`src/rtl/main_mem_arbiter_pkg.sv`:
```
`default_nettype none
// ============================================================================
// Module   : main_mem_arbiter_pkg
// Purpose  : Shared types for the main-memory arbiter: block address and block
//            data types, FSM state encoding and the requester/owner encoding.
// Ports    : none (package)
// Revision : 1.0 - initial release
// ============================================================================
package main_mem_arbiter_pkg;

    localparam int MAIN_MEM_ADDR_WIDTH         = 32;
    localparam int MAIN_MEM_BLOCK_OFFSET_WIDTH = 4;
    localparam int BLOCK_DATA_WIDTH            = 128;
    localparam int MAIN_MEM_BLOCK_ADDR_WIDTH   = MAIN_MEM_ADDR_WIDTH - MAIN_MEM_BLOCK_OFFSET_WIDTH;

    typedef logic [MAIN_MEM_BLOCK_ADDR_WIDTH-1:0] main_mem_block_addr_t;
    typedef logic [BLOCK_DATA_WIDTH-1:0]          block_data_t;

    typedef enum logic [1:0] {
        IDLE      = 2'd0,
        ISSUE     = 2'd1,
        WAIT_RESP = 2'd2
    } arb_state_t;

    typedef enum logic {
        OWNER_ICACHE = 1'b0,
        OWNER_DCACHE = 1'b1
    } owner_t;

endpackage
`default_nettype wire

```
`src/rtl/main_mem_arbiter_rr.sv`:
```
`default_nettype none
// ============================================================================
// Module   : rr_arbiter2
// Purpose  : Two-requester round-robin grant. A lone requester always wins; on
//            a tie the requester that did not win last time is granted.
// Ports    : i_icache_req / i_dcache_req - request lines
//            i_last_grant                - owner of the previous grant
//            o_grant_valid               - some requester is granted
//            o_grant_owner               - granted requester
// Revision : 1.0 - initial release
// ============================================================================
module rr_arbiter2
    import main_mem_arbiter_pkg::*;
(
    input  logic   i_icache_req,
    input  logic   i_dcache_req,
    input  owner_t i_last_grant,
    output logic   o_grant_valid,
    output owner_t o_grant_owner
);

    always_comb begin
        o_grant_valid = i_icache_req | i_dcache_req;
        o_grant_owner = OWNER_ICACHE;
        if (i_icache_req && i_dcache_req) begin
            o_grant_owner = (i_last_grant == OWNER_DCACHE) ? OWNER_ICACHE : OWNER_DCACHE;
        end else if (i_dcache_req) begin
            o_grant_owner = OWNER_DCACHE;
        end
    end

endmodule
`default_nettype wire

```
`src/rtl/main_mem_arbiter.sv`:
```
`default_nettype none
// ============================================================================
// Module   : main_mem_arbiter
// Purpose  : Arbitrates I-cache fills and D-cache fills/write-backs onto a
//            single main-memory port with one transaction outstanding.
// Ports    : clk, rst                    - clock, sync active-high reset
//            icache_req_* / icache_resp_* - I-cache fill request/response
//            dcache_req_* / dcache_resp_* - D-cache request/response
//            mem_req_* / mem_resp_*       - main-memory request/response
//            mem_err                      - sticky timeout / spurious-response
// Revision : 1.0 - initial release
// ============================================================================
module main_mem_arbiter
    import main_mem_arbiter_pkg::*;
#(
    parameter int TIMEOUT_CYCLES = 255
) (
    input  logic                 clk,
    input  logic                 rst,
    input  logic                 icache_req_valid,
    input  main_mem_block_addr_t icache_req_block_addr,
    output logic                 icache_req_ready,
    output logic                 icache_resp_valid,
    output block_data_t          icache_resp_block_data,
    input  logic                 dcache_req_valid,
    input  logic                 dcache_req_wr,
    input  main_mem_block_addr_t dcache_req_block_addr,
    input  block_data_t          dcache_req_block_data,
    output logic                 dcache_req_ready,
    output logic                 dcache_resp_valid,
    output block_data_t          dcache_resp_block_data,
    output logic                 mem_req_valid,
    output logic                 mem_req_wr,
    output main_mem_block_addr_t mem_req_block_addr,
    output block_data_t          mem_req_block_data,
    input  logic                 mem_req_ready,
    input  logic                 mem_resp_valid,
    input  block_data_t          mem_resp_block_data,
    output logic                 mem_err
);

    localparam int                 C_CNT_W   = $clog2(TIMEOUT_CYCLES + 1);
    localparam logic [C_CNT_W-1:0] C_CNT_MAX = C_CNT_W'(TIMEOUT_CYCLES);
    localparam logic [C_CNT_W-1:0] C_CNT_ONE = C_CNT_W'(1);

    arb_state_t           r_state;
    owner_t               r_owner;
    owner_t               r_last_grant;
    main_mem_block_addr_t r_addr;
    logic                 r_wr;
    block_data_t          r_data;
    logic [C_CNT_W-1:0]   r_cnt;
    logic                 r_err;

    logic               w_grant_valid;
    owner_t             w_grant_owner;
    logic               w_idle;
    logic               w_accept;
    logic               w_resp_ok;
    logic [C_CNT_W-1:0] w_cnt_next;

    rr_arbiter2 u_rr_arbiter2 (
        .i_icache_req  (icache_req_valid),
        .i_dcache_req  (dcache_req_valid),
        .i_last_grant  (r_last_grant),
        .o_grant_valid (w_grant_valid),
        .o_grant_owner (w_grant_owner)
    );

    assign w_idle           = (r_state == IDLE);
    assign icache_req_ready = w_idle && w_grant_valid && (w_grant_owner == OWNER_ICACHE);
    assign dcache_req_ready = w_idle && w_grant_valid && (w_grant_owner == OWNER_DCACHE);
    assign w_accept         = (icache_req_valid && icache_req_ready) ||
                              (dcache_req_valid && dcache_req_ready);

    // Request fields are only presented while the request is being offered,
    // so the memory side sees zeros whenever nothing is outstanding.
    assign mem_req_valid      = (r_state == ISSUE);
    assign mem_req_wr         = mem_req_valid && r_wr;
    assign mem_req_block_addr = mem_req_valid ? r_addr : '0;
    assign mem_req_block_data = mem_req_valid ? r_data : '0;

    // Response is a same-cycle pass-through to whichever requester owns the
    // outstanding transaction; data is zeroed when no pulse is given.
    assign w_resp_ok              = (r_state == WAIT_RESP) && mem_resp_valid;
    assign icache_resp_valid      = w_resp_ok && (r_owner == OWNER_ICACHE);
    assign dcache_resp_valid      = w_resp_ok && (r_owner == OWNER_DCACHE);
    assign icache_resp_block_data = icache_resp_valid ? mem_resp_block_data : '0;
    assign dcache_resp_block_data = dcache_resp_valid ? mem_resp_block_data : '0;

    assign w_cnt_next = (r_cnt == C_CNT_MAX) ? r_cnt : (r_cnt + C_CNT_ONE);
    assign mem_err    = r_err;

    always_ff @(posedge clk) begin
        if (rst) begin
            r_state      <= IDLE;
            r_owner      <= OWNER_ICACHE;
            r_last_grant <= OWNER_DCACHE;   // I-cache wins the first tie
            r_addr       <= '0;
            r_wr         <= 1'b0;
            r_data       <= '0;
            r_cnt        <= '0;
            r_err        <= 1'b0;
        end else begin
            // Any response we are not waiting for is spurious.
            if (mem_resp_valid && (r_state != WAIT_RESP)) begin
                r_err <= 1'b1;
            end
            case (r_state)
                IDLE: begin
                    if (w_accept) begin
                        r_owner      <= w_grant_owner;
                        r_last_grant <= w_grant_owner;
                        r_state      <= ISSUE;
                        if (w_grant_owner == OWNER_DCACHE) begin
                            r_addr <= dcache_req_block_addr;
                            r_wr   <= dcache_req_wr;
                            r_data <= dcache_req_block_data;
                        end else begin
                            r_addr <= icache_req_block_addr;
                            r_wr   <= 1'b0;
                            r_data <= '0;
                        end
                    end
                end
                ISSUE: begin
                    if (mem_req_ready) begin
                        r_state <= WAIT_RESP;
                        r_cnt   <= '0;
                    end
                end
                WAIT_RESP: begin
                    if (mem_resp_valid) begin
                        r_state <= IDLE;
                    end else begin
                        // Flag the timeout but keep waiting for a late reply.
                        r_cnt <= w_cnt_next;
                        if (w_cnt_next == C_CNT_MAX) begin
                            r_err <= 1'b1;
                        end
                    end
                end
                default: r_state <= IDLE;
            endcase
        end
    end

endmodule
`default_nettype wire

```
`config.mk`:
```
export PLATFORM = sky130hd
export DESIGN_NAME = main_mem_arbiter
export DESIGN_NICKNAME = d
export VERILOG_FILES = /design/src/rtl/main_mem_arbiter_pkg.sv /design/src/rtl/main_mem_arbiter_rr.sv /design/src/rtl/main_mem_arbiter.sv
export SDC_FILE = /design/constraint.sdc
export NUM_CORES = 1
export LEC_CHECK = 0
export ABC_AREA = 1
export CORE_AREA = 2 2 287 289
export CTS_CLUSTER_SIZE = 24
export DETAILED_ROUTE_END_ITERATION = 8
export DIE_AREA = 0 0 289 291
export GPL_TIMING_DRIVEN = 0
export PLACE_DENSITY = 0.36
export SKIP_CTS_REPAIR_TIMING = 1
export SLEW_MARGIN = 20
export SYNTH_ARGS = -nofsm -noshare
export SYNTH_HDL_FRONTEND = slang
export SYNTH_SLANG_ARGS = --single-unit
```
`constraint.sdc`:
```
create_clock -name clk -period 1.95 [get_ports clk]
set_clock_uncertainty 0.1 [all_clocks]
set_input_delay 0.2925 -clock clk [delete_from_list [all_inputs] [get_ports clk]]
set_output_delay 0.2925 -clock clk [all_outputs]
set_load 0.01 [all_outputs]
```
# --- Word level (Yosys, flattened, before mapping) ---
# Cells that the tools add are included.
op_classes:
  n_lt_le_gt_ge: 0
  reduce_logical: 17
  add_sub_neg: 1
  mux: 22
  div: 0
  n_eq_ne: 9
  shift: 0
  n_mul: 0
  n_bitwise: 3
op_table:
  columns: ["cell", "count"]
  rows:
  - ["128-bit two-way mux", 4]
  - ["28-bit two-way mux", 2]
  - ["8-bit two-way mux", 3]
  - ["8-bit == test, second input constant", 2]
  - ["8-bit one-hot mux with 2 select lines", 1]
  - ["1-bit logical AND", 11]
  - ["8-bit by 1-bit adder with 8-bit output, second input constant", 1]
  - ["1-bit two-way mux", 8]
  - ["2-bit two-way mux", 3]
  - ["2-bit inequality test, second input constant", 3]
  - ["2-bit one-hot mux with 3 select lines", 1]
  - ["3-bit AND reduction", 2]
  - ["2-bit by 1-bit inequality test with 1-bit output, second input constant", 2]
  - ["2-bit by 1-bit == test with 1-bit output, second input constant", 1]
  - ["2-bit == test, second input constant", 1]
  - ["2-bit logical NOT", 1]
  - ["1-bit NOT", 2]
  - ["2-bit AND reduction", 1]
  - ["2-bit nonzero test", 1]
  - ["1-bit logical OR", 1]
  - ["1-bit OR", 1]
totals:
  ff_bits: 170
  latchBits: 0
  out_inout_bits: 419
  rom_bits: 0
  memories: 0
  ram_bits: 0

# --- Depth between registers and ports, before layout ---
# Gate-level depths: netlist of run 1.
depth:
  depth_word: 8
  ltp_mapped: 10
  mapped_depth_nobuf: 10

# --- By module ---
# From an unflattened synthesis of run 1, not the netlist that was laid out.
unflattened:
  cells_unflattened: 1589
  hier_area_um2: 9471.6
by_module_without_submodules:
  columns: ["module", "cells_per_inst", "seq_area_each_um2", "instances", "area_per_inst_um2"]
  rows:
  - ["main_mem_arbiter", 1586, 3403.3, 1, 9456.6]
  - ["rr_arbiter2", 3, 0.0, 1, 15.0]

# --- Least setup slack after synthesis of run 1 ---
# OpenSTA, ideal clock, no wires.
synth_path:
  path_type: "register -> output"
  startpoint: "register r_state[1]"
  endpoint: "output dcache_resp_block_data[107]"
  arrival_ns: 1.409
  required_ns: 1.558
  path_stages_with_launch: 9
  n_path_buf: 2
  slack_ns: 0.149
  path_cell_list: "dfxtp_1 inv_1 nor2_1 nand2_1 nor2_1 inv_2 buf_2 buf_2 nor2_1"
synth_via:
  elab_chain_cells: 4
synth_rtl:
  columns: ["element", "line_no", "source"]
  rows:
  - ["from (decl)", "main_mem_arbiter.sv:46", "arb_state_t r_state;"]
  - ["from (signal assigned)", "main_mem_arbiter.sv:96", "r_state <= IDLE;"]
  - ["from (signal assigned)", "main_mem_arbiter.sv:114", "r_state <= ISSUE;"]
  - ["from (signal assigned)", "main_mem_arbiter.sv:128", "r_state <= WAIT_RESP;"]
  - ["2-bit == test", "main_mem_arbiter.sv:85", "assign w_resp_ok = (r_state == WAIT_RESP) && mem_resp_valid;"]
  - ["1-bit logical AND", "main_mem_arbiter.sv:85", null]
  - ["1-bit logical AND", "main_mem_arbiter.sv:87", "assign dcache_resp_valid = w_resp_ok && (r_owner == OWNER_DCACHE);"]
  - ["named net dcache_resp_valid", "main_mem_arbiter.sv:30", "output logic dcache_resp_valid,"]
  - ["128-bit two-way mux", "main_mem_arbiter.sv:89", "assign dcache_resp_block_data = dcache_resp_valid ? mem_resp_block_data : '0;"]
  - ["to (decl)", "main_mem_arbiter.sv:31", "output block_data_t dcache_resp_block_data,"]
# The timed path passes the listed nets, and every way through them passes these cells.

# --- Worst setup path after layout of run 1 ---
layout_path:
  startpoint: "register r_state[1]"
  endpoint: "output icache_resp_block_data[69]"
layout_via:
  elab_chain_cells: 4
layout_rtl:
  columns: ["element", "line_no", "source"]
  rows:
  - ["2-bit == test", "main_mem_arbiter.sv:85", null]
  - ["1-bit logical AND", "main_mem_arbiter.sv:85", null]
  - ["1-bit logical AND", "main_mem_arbiter.sv:86", "assign icache_resp_valid = w_resp_ok && (r_owner == OWNER_ICACHE);"]
  - ["128-bit two-way mux", "main_mem_arbiter.sv:88", "assign icache_resp_block_data = icache_resp_valid ? mem_resp_block_data : '0;"]
  - ["to (decl)", "main_mem_arbiter.sv:24", "output block_data_t icache_resp_block_data,"]
# Every way passes these cells.

==> results of run 1 <==
[power groups by stage]
stage                     sequential (mW)  combinational, mW  clock (mW)
after floorplan                      3.83               1.02           0
after global placement               3.85               2.57           0
after detailed placement             3.85               2.57           0
after CTS                            3.77               2.58        3.93
after global routing                 3.80               2.91        4.03
final                                3.78               2.65        3.73
[per-stage QoR]
step / hold slack [ns] / power, mW
global route: 0.227 / 10.7
finish: 0.252 / 10.2
global placement: 0.352 / 6.41
CTS: 0.199 / 10.3
detailed placement: 0.355 / 6.42
floorplan: 0.330 / 4.85
[routing by layer]
layer / vias to the layer above / track usage [%]
met5: - / 0
met3: 110 / 4.80
li1: 6146 / -
met4: 10 / 6.34
met1: 5838 / 16.2
met2: 438 / 32.7
[cells in the mapped netlist]
cell      number
buf_1          3
o21a_1         1
o21ai_1        1
a21oi_1      142
inv_1        297
ha_1           1
nor2_4         1
nor2_2         1
buf_4         15
nor3_4         1
buf_2         45
dfxtp_1      170
a31oi_1       27
nand2_1      389
buf_6          2
o21bai_1       2
inv_2          6
o21ai_0        1
nor2_1       432
nand3_1        9
clkbuf_1      36
[cells by family (layout without fill, tap and decap cells)]
kind of cell    count (synthesis)  count (layout)  share of synthesized area (%)
simple gates                  833             833                           34.6
buf+inv                       404            1181                           18.0
compound gates                174             174                           9.99
flops                         170             170                           37.3
fa+ha+maj                       1               1                          0.137
other cells                     0              11                              0
[flip-flops by register name, indices dropped and copies added, names as in the netlist]
signal	count
r_last_grant	1
r_data	128
r_state	2
r_addr	28
mem_err	1
r_cnt	8
r_owner	1
r_wr	1
[worst max-delay path: stages (launching register included)]
cell and delay (ns):
dfxtp_4 0.38, inv_2 0.05, nor2_4 0.14, nand2_4 0.10
nor2_4 0.13, buf_12 0.13, inv_4 0.06, clkbuf_16 0.18
buf_12 0.15, nor2_1 0.13, dlymetal6s2s_1 0.21
[worst max path at each step]
stage	from	to	slack, ns	cells past startpoint
final	r_state[1]	icache_resp_block_data[69]	-0.59	10
after floorplan	r_state[1]	dcache_resp_block_data[107]	0.15	8
after global placement	mem_resp_valid	dcache_resp_block_data[70]	-1.39	8
after global routing	r_state[1]	dcache_resp_block_data[19]	-0.68	9
after detailed placement	mem_resp_valid	dcache_resp_block_data[70]	-1.40	8
after CTS	r_state[1]	dcache_resp_block_data[70]	-1.91	9
[layout make-up]
class                      count  share of cell area, %
antenna                       11                  0.141
buffer                       101                   4.35
clock buffer                  20                   2.39
clock inverter                12                  0.774
inverter                     303                   5.83
multi-input combinational   1008                   23.2
sequential                   170                   17.4
tap                         1070                   6.85
timing repair buffer         745                   39.0
==> metrics, run 1 <==
CTS max path bufs 2; M1 wire length 25.8 mm; uppermost layer routed met5; routed wire length on met3 4.48 mm; top-level I/O count 738; final worst setup slack -0.593 ns; DR vias 12.5k; CTS buffer count 17; most frequent cells in the layout 388 x nand2_1, 346 x clkdlybuf4s50_1, 336 x nor2_1, 296 x inv_1, 230 x dlymetal6s2s_1; P_sw 3.23 mW; launch point of the worst reg-to-reg path r_state[1]; post-DP HPWL 63.1 mm; maximum VDD drop 0.374 mV; pre-CTS setup slack -1.40 ns; Final Max Slew Viols 0; largest net degree at the start of global routing 17; Hold EP r_data[97]; Core Util, Final 24.1%; grt ovf 0; CP arrival 2.15 ns; Clock transition at path regs 0.08 ns; Synth Instances 1582; Nets 2666; DRT Pass-1 Iters 4; Via density 3.65; Yosys warning count 0; DRC Markers 0; reg2reg end r_data[120]; fillcell total 9249; CP max FO 10; actual slew at the worst max-slew pin 0.858 ns; Die H 291 um; depth of the CTS H-tree 4; non-filler cells, final 3440; final instance area 19600 um2; site row count 105; GRT Total Usage 16.7%; total of max-cap violations 0; buffers added on ports 736; Reg area 3410 um2; sequential fraction of design power 37.2%; Hold WC Path Type primary input to register; WL final 73.9 mm; met2 WL 41.0 mm; sequential area share after synthesis 37.3%; slew margin rel. 42.8%; clock share of power 36.7%; CP Launch Type register; Detail Route Antenna Nets 0; Root Buffer clkbuf_16; die width 289 um; Int Power 6.92 mW; Clock Latency Late Sink 0.48 ns; Sw Ratio 31.8%; violated checks setup timing; worst r2r path cells 7; leakage power 11.8 nW; syn_nets 1902; WS Path Type register to output port; Initial Util 11.2%; Req. time, crit path 1.56 ns; CTS tree done; P&R area growth vs syn 114%; final hold vios 0; Final TNS setup -162.56 ns; mapped cell area 9130 um2; largest area contributor in the netlist dfxtp_1; routability cong. 0.904; Clock Sinks 170; final setup fails 419; final period utilization 130%; CORE AREA 81200 um2; f_max 0.393 GHz; RSZ-0062 raised after global routing yes; initial detailed-routing violation count 503; area taken by multi-input logic gates 4540 um2; most common cell after layout, fill and taps aside nand2_1; Comb pwr share 26.1%; hold_sp dcache_req_block_data[97]; vias in the first global route 12.8k; die footprint 84100 um2; Hold Crit Depth 3; routed len/inst 21.5 um; outcome finished, violations left; initial antenna violation count 35; share of layout cells above drive strength 1 16.5%; min cycle time layout 2.54 ns; Yosys reg bits 170; CP Capture Type output port; top-area cell type share of the netlist area 37.3%; Placed Area 17800 um2; R2R Setup Slk -0.06 ns; Distinct cells, synth 21; synth top area cells dfxtp_1 37%, nor2_1 18%, nand2_1 16%, inv_1 12%, a21oi_1 7.8%; Power Dens Cells 519 nW/um2; dpl cells 3388; first-pass GRT wire length 98.2 mm; Avg Inst Size Synth 5.77 um2
Power figures use the tool's default switching activity.
==> inputs of run 2 (changes only) <==
--- a/config.mk
+++ b/config.mk
@@ -13,6 +13,7 @@
 export GPL_TIMING_DRIVEN = 0
 export PLACE_DENSITY = 0.36
 export SKIP_CTS_REPAIR_TIMING = 1
+export SKIP_LAST_GASP = 1
 export SLEW_MARGIN = 20
 export SYNTH_ARGS = -nofsm -noshare
 export SYNTH_HDL_FRONTEND = slang
==> run 2 against run 1 <==
Net effect: the run still ends with setup timing left; design area is 0.36% higher; non-clock buffer count stayed put; combinational power hardly changed.
==> metrics, run 2 (same netlist as run 1, synthesis figures left out) <==
most frequent cells in the layout 388 x nand2_1, 355 x nor2_1, 348 x clkdlybuf4s50_1, 297 x inv_1, 258 x dlymetal6s2s_1; vias in the first global route 12.8k; CP max-delay cell dfxtp_4; non-filler cells, final 3440; initial antenna violation count 35; Via density 3.65; routability cong. 0.904; fillcell total 9250; final period utilization 131%; maximum VDD drop 0.374 mV; CP arrival 2.16 ns; CTS max path bufs 2; dpl cells 3388; final worst setup slack -0.599 ns; max reg flops 128; min cycle time layout 2.55 ns; actual slew at the worst max-slew pin 0.852 ns; die width 289 um; biggest regs r_data (128), r_addr (28), r_cnt (8); Power Dens Cells 518 nW/um2; CP bufs+invs 6; WL final 74.0 mm; die footprint 84100 um2; leakage power 12.2 nW; most common cell after layout, fill and taps aside nand2_1; total of max-cap violations 0; outcome finished, violations left; DRC Markers 0; RSZ-0062 raised after global routing yes; share of layout cells above drive strength 1 14.4%; launch point of the worst reg-to-reg path r_state[1]; violated checks setup timing; hold_sp dcache_req_block_data[97]; CTS tree done; DRT Pass-1 Iters 4; final hold vios 0; post-DP HPWL 63.1 mm; WS Path Type register to output port; Hold WC Path Type primary input to register; site row count 105; Clock Sinks 170; CP Capture Type output port; worst r2r path cells 7; P&R area growth vs syn 115%; Top reg by flops r_data; Clock transition at path regs 0.08 ns; Hold Crit Depth 3; GRT Total Usage 16.7%; CORE AREA 81200 um2; reg2reg end r_data[120]; CP max FO 10; Core Util, Final 24.2%; CTS buffer count 17; Die H 291 um; Final Max Slew Viols 0; f_max 0.392 GHz; DR vias 12.6k; crit path cell chain inv_1 > nor2_4 > nand2_4 > nor2_4 > buf_12 > inv_4 > clkbuf_16 > buf_12 > nor2_1 > dlymetal6s2s_1; CP Launch Type register; first-pass GRT wire length 98.2 mm; routed len/inst 21.5 um; Initial Util 11.2%; final hold slack 0.252 ns; Detail Route Antenna Nets 0; depth of the CTS H-tree 4; Final TNS setup -172.24 ns; Clock Latency Late Sink 0.48 ns; slew margin rel. 43.2%; Hold EP r_data[97]; buffers added on ports 736; grt ovf 0; kind of cell adding the most delay to the critical path buffers and inverters; initial detailed-routing violation count 476; Pwr Total 10.2 mW; final setup fails 419; largest net degree at the start of global routing 17; Nets 2666; R2R Setup Slk -0.06 ns; Req. time, crit path 1.56 ns; Root Buffer clkbuf_16; delay of the slowest cell on the worst path 0.38 ns; top-level I/O count 738
run 2: cell types whose count changed in the layout (fill, tap and decap cells not counted), sizes merged:
| cell | previous run | this run |
|---|---|---|
| buf | 206 | 160 |
| clkbuf | 84 | 100 |
| clkdlybuf4s50 | 346 | 348 |
| dlymetal6s2s | 230 | 258 |
run 2: area by class of cell:
class	count	area, um2	share of cell area [%]
well taps	1070	1340	6.82
clock inverters	12	151	0.771
inverters	303	1140	5.81
clock buffers	20	467	2.38
plain buffers	101	808	4.12
flip-flops and latches	170	3410	17.4
repair buffers	745	7790	39.7
diodes	11	27.5	0.140
multi-input cells	1008	4490	22.9
run 2: tightest hold or removal path, stage by stage:
cell and delay (ns):
clkdlybuf4s50_1 0.39, nand2_1 0.06, a21oi_1 0.05
run 2: metal layers:
| metal | track usage [%] | wire [um] |
|---|---|---|
| met1 | 16.2 | 25800 |
| met2 | 32.7 | 40800 |
| met3 | 4.80 | 4680 |
| met4 | 6.34 | 2680 |
| met5 | 0 | 69 |
run 2: per-stage QoR:
| stage | setup slack (ns) | instance area, um2 |
|---|---|---|
| CTS | -1.91 | 18500 |
| finish | -0.599 | 19600 |
| global placement | -1.39 | 17800 |
| detailed placement | -1.40 | 17800 |
| floorplan | 0.149 | 9130 |
| global route | -0.709 | 19600 |
run 2: how the worst max path moves through the flow:
| stage | from | end | slack (ns) | cells past startpoint |
|---|---|---|---|---|
| 4_1_cts | r_state[1] | dcache_resp_block_data[70] | -1.91 | 9 |
| 6_report | r_state[1] | icache_resp_block_data[69] | -0.60 | 10 |
| 3_3_place_gp | mem_resp_valid | dcache_resp_block_data[70] | -1.39 | 8 |
| 2_1_floorplan | r_state[1] | dcache_resp_block_data[107] | 0.15 | 8 |
| 5_1_grt | r_state[1] | dcache_resp_block_data[107] | -0.71 | 9 |
| 3_5_place_dp | mem_resp_valid | dcache_resp_block_data[70] | -1.40 | 8 |
run 2: power breakdown:
| group | leakage [nW] | total, mW | switching (mW) | internal [mW] |
|---|---|---|---|---|
| logic | 10.5 | 2.65 | 1.43 | 1.22 |
| clock network | 0.303 | 3.73 | 1.70 | 2.03 |
| registers | 1.39 | 3.78 | 0.107 | 3.67 |
==> inputs of run 3 (changes only) <==
--- a/config.mk
+++ b/config.mk
@@ -11,7 +11,8 @@
 export DETAILED_ROUTE_END_ITERATION = 8
 export DIE_AREA = 0 0 289 291
 export GPL_TIMING_DRIVEN = 0
-export PLACE_DENSITY = 0.36
+export HOLD_SLACK_MARGIN = 0.08
+export PLACE_DENSITY_LB_ADDON = 0.2
 export SKIP_CTS_REPAIR_TIMING = 1
 export SKIP_LAST_GASP = 1
 export SLEW_MARGIN = 20
==> run 3 against run 2 <==
Net effect: the run still ends with setup timing left; via count fell by 3.5%; combinational power shrank 5%; non-clock buffer count is 6 lower; clock power fell by 3%; core utilization decreased by 0.55 points; sequential share of layout area is 0.41 points higher; critical path depth down 1; maximum frequency increased by 1.9%; final cell count about the same; die area is the same; sequential power about the same; critical path type unchanged; largest power group unchanged.
==> metrics, run 3 (same netlist as run 1, synthesis figures left out) <==
maximum VDD drop 0.451 mV; grt ovf 0; Power Dens Cells 517 nW/um2; violated checks setup timing; max reg flops 128; CTS buffer count 17; CP Launch Type register; Root Buffer clkbuf_16; first-pass GRT wire length 87.6 mm; Initial Util 11.2%; most common cell after layout, fill and taps aside nand2_1; total of max-cap violations 0; RSZ-0062 raised after global routing yes; Clock Latency Late Sink 0.48 ns; WS Path Type register to output port; most frequent cells in the layout 388 x nand2_1, 384 x nor2_1, 345 x clkdlybuf4s50_1, 297 x inv_1, 259 x dlymetal6s2s_1; Top reg by flops r_data; routed len/inst 18.9 um; initial detailed-routing violation count 349; Final TNS setup -158.90 ns; final hold vios 0; f_max 0.400 GHz; leakage power 12.1 nW; fillcell total 9309; top-level I/O count 738; slew margin rel. 41.6%; initial antenna violation count 30; DRC Markers 0; CTS tree done; largest net degree at the start of global routing 19; post-DP HPWL 55.2 mm; final period utilization 128%; P&R area growth vs syn 110%; WL final 65.0 mm; CTS max path bufs 2; Req. time, crit path 1.56 ns; area taken by multi-input logic gates 4350 um2; CORE AREA 81200 um2; Final Max Slew Viols 0; min cycle time layout 2.50 ns; buffers added on ports 736; DRT Pass-1 Iters 5; CP Capture Type output port; Clock Sinks 170; Clock transition at path regs 0.08 ns; CP arrival 2.11 ns; DR vias 12.1k; share of layout cells above drive strength 1 13.0%; routability cong. 0.857; actual slew at the worst max-slew pin 0.877 ns; die footprint 84100 um2; site row count 105; Reg area 3410 um2; final worst setup slack -0.551 ns; depth of the CTS H-tree 4; outcome finished, violations left; Detail Route Antenna Nets 0; die width 289 um; Via density 3.52; Nets 2660; biggest regs r_data (128), r_addr (28), r_cnt (8); Hold WC Path Type primary input to register; CP max FO 10; vias in the first global route 11.8k; GRT Total Usage 14.8%; Pwr Total 9.92 mW; final setup fails 419; Die H 291 um
## run 3: cell count changes in the layout (fill, tap and decap cells not counted), sizes merged
| cell | delta |
|---|---|
| diode | +7 |
| clkbuf | +3 |
| buf | -10 |
| clkinv | +4 |
| bufinv | -1 |
| clkdlybuf4s50 | -3 |
| dlymetal6s2s | +1 |
## run 3: power breakdown
| group | internal, mW | leakage (nW) | switching, mW | total [mW] |
|---|---|---|---|---|
| Combinational | 1.17 | 10.4 | 1.35 | 2.52 |
| Clock | 1.83 | 0.293 | 1.80 | 3.63 |
| Sequential | 3.67 | 1.39 | 0.102 | 3.77 |
## run 3: through the flow
| stage | cell area, um2 | hold WS [ns] | worst slack [ns] | std cells | utilization (%) |
|---|---|---|---|---|---|
| 6_report | 19200 | 0.249 | -0.551 | 3441 | 23.6 |
| 5_1_grt | 19100 | 0.220 | -0.680 | 3426 | 23.6 |
| 4_1_cts | 18400 | 0.194 | -1.89 | 3420 | 22.7 |
| 3_3_place_gp | 17800 | 0.355 | -1.42 | 3388 | 22.0 |
| 3_5_place_dp | 17800 | 0.355 | -1.46 | 3388 | 22.0 |
| 2_1_floorplan | 9130 | 0.330 | 0.149 | 1582 | - |
## run 3: final timing paths
path                              from                    endpoint  slack (ns)  cells after the start
max                         r_state[1]  dcache_resp_block_data[95]       -0.55                      9
min          dcache_req_block_data[56]                  r_data[56]        0.25                      3
max reg2reg                 r_state[1]                 r_data[122]       -0.02                      7
min reg2reg                 r_data[46]                  r_data[46]        0.36                      2
## run 3: critical path, cell delays in order, from the launching register on
cell and delay (ns):
dfxtp_4 0.37, inv_1 0.06, nor2_4 0.13, nand2_4 0.08, nor2_4 0.25, inv_2 0.10, buf_12 0.17, buf_8 0.16
nor2_4 0.17, buf_6 0.13
## run 3: cell type report
type	count	share of cell area [%]
antenna	18	0.235
buffer	101	3.88
clock buffer	17	2.22
clock inverter	15	0.933
inverter	303	5.93
multi-input combinational	1008	22.7
sequential	170	17.8
tap	1070	6.98
timing repair buffer	739	39.3
## run 3: layer usage
metal,track usage [%],wire [um],up-vias
met5,0,117,-
met4,4.94,2330,18
met3,4.68,4070,86
met2,29.0,34900,407
met1,14.4,23600,5472
li1,-,-,6142
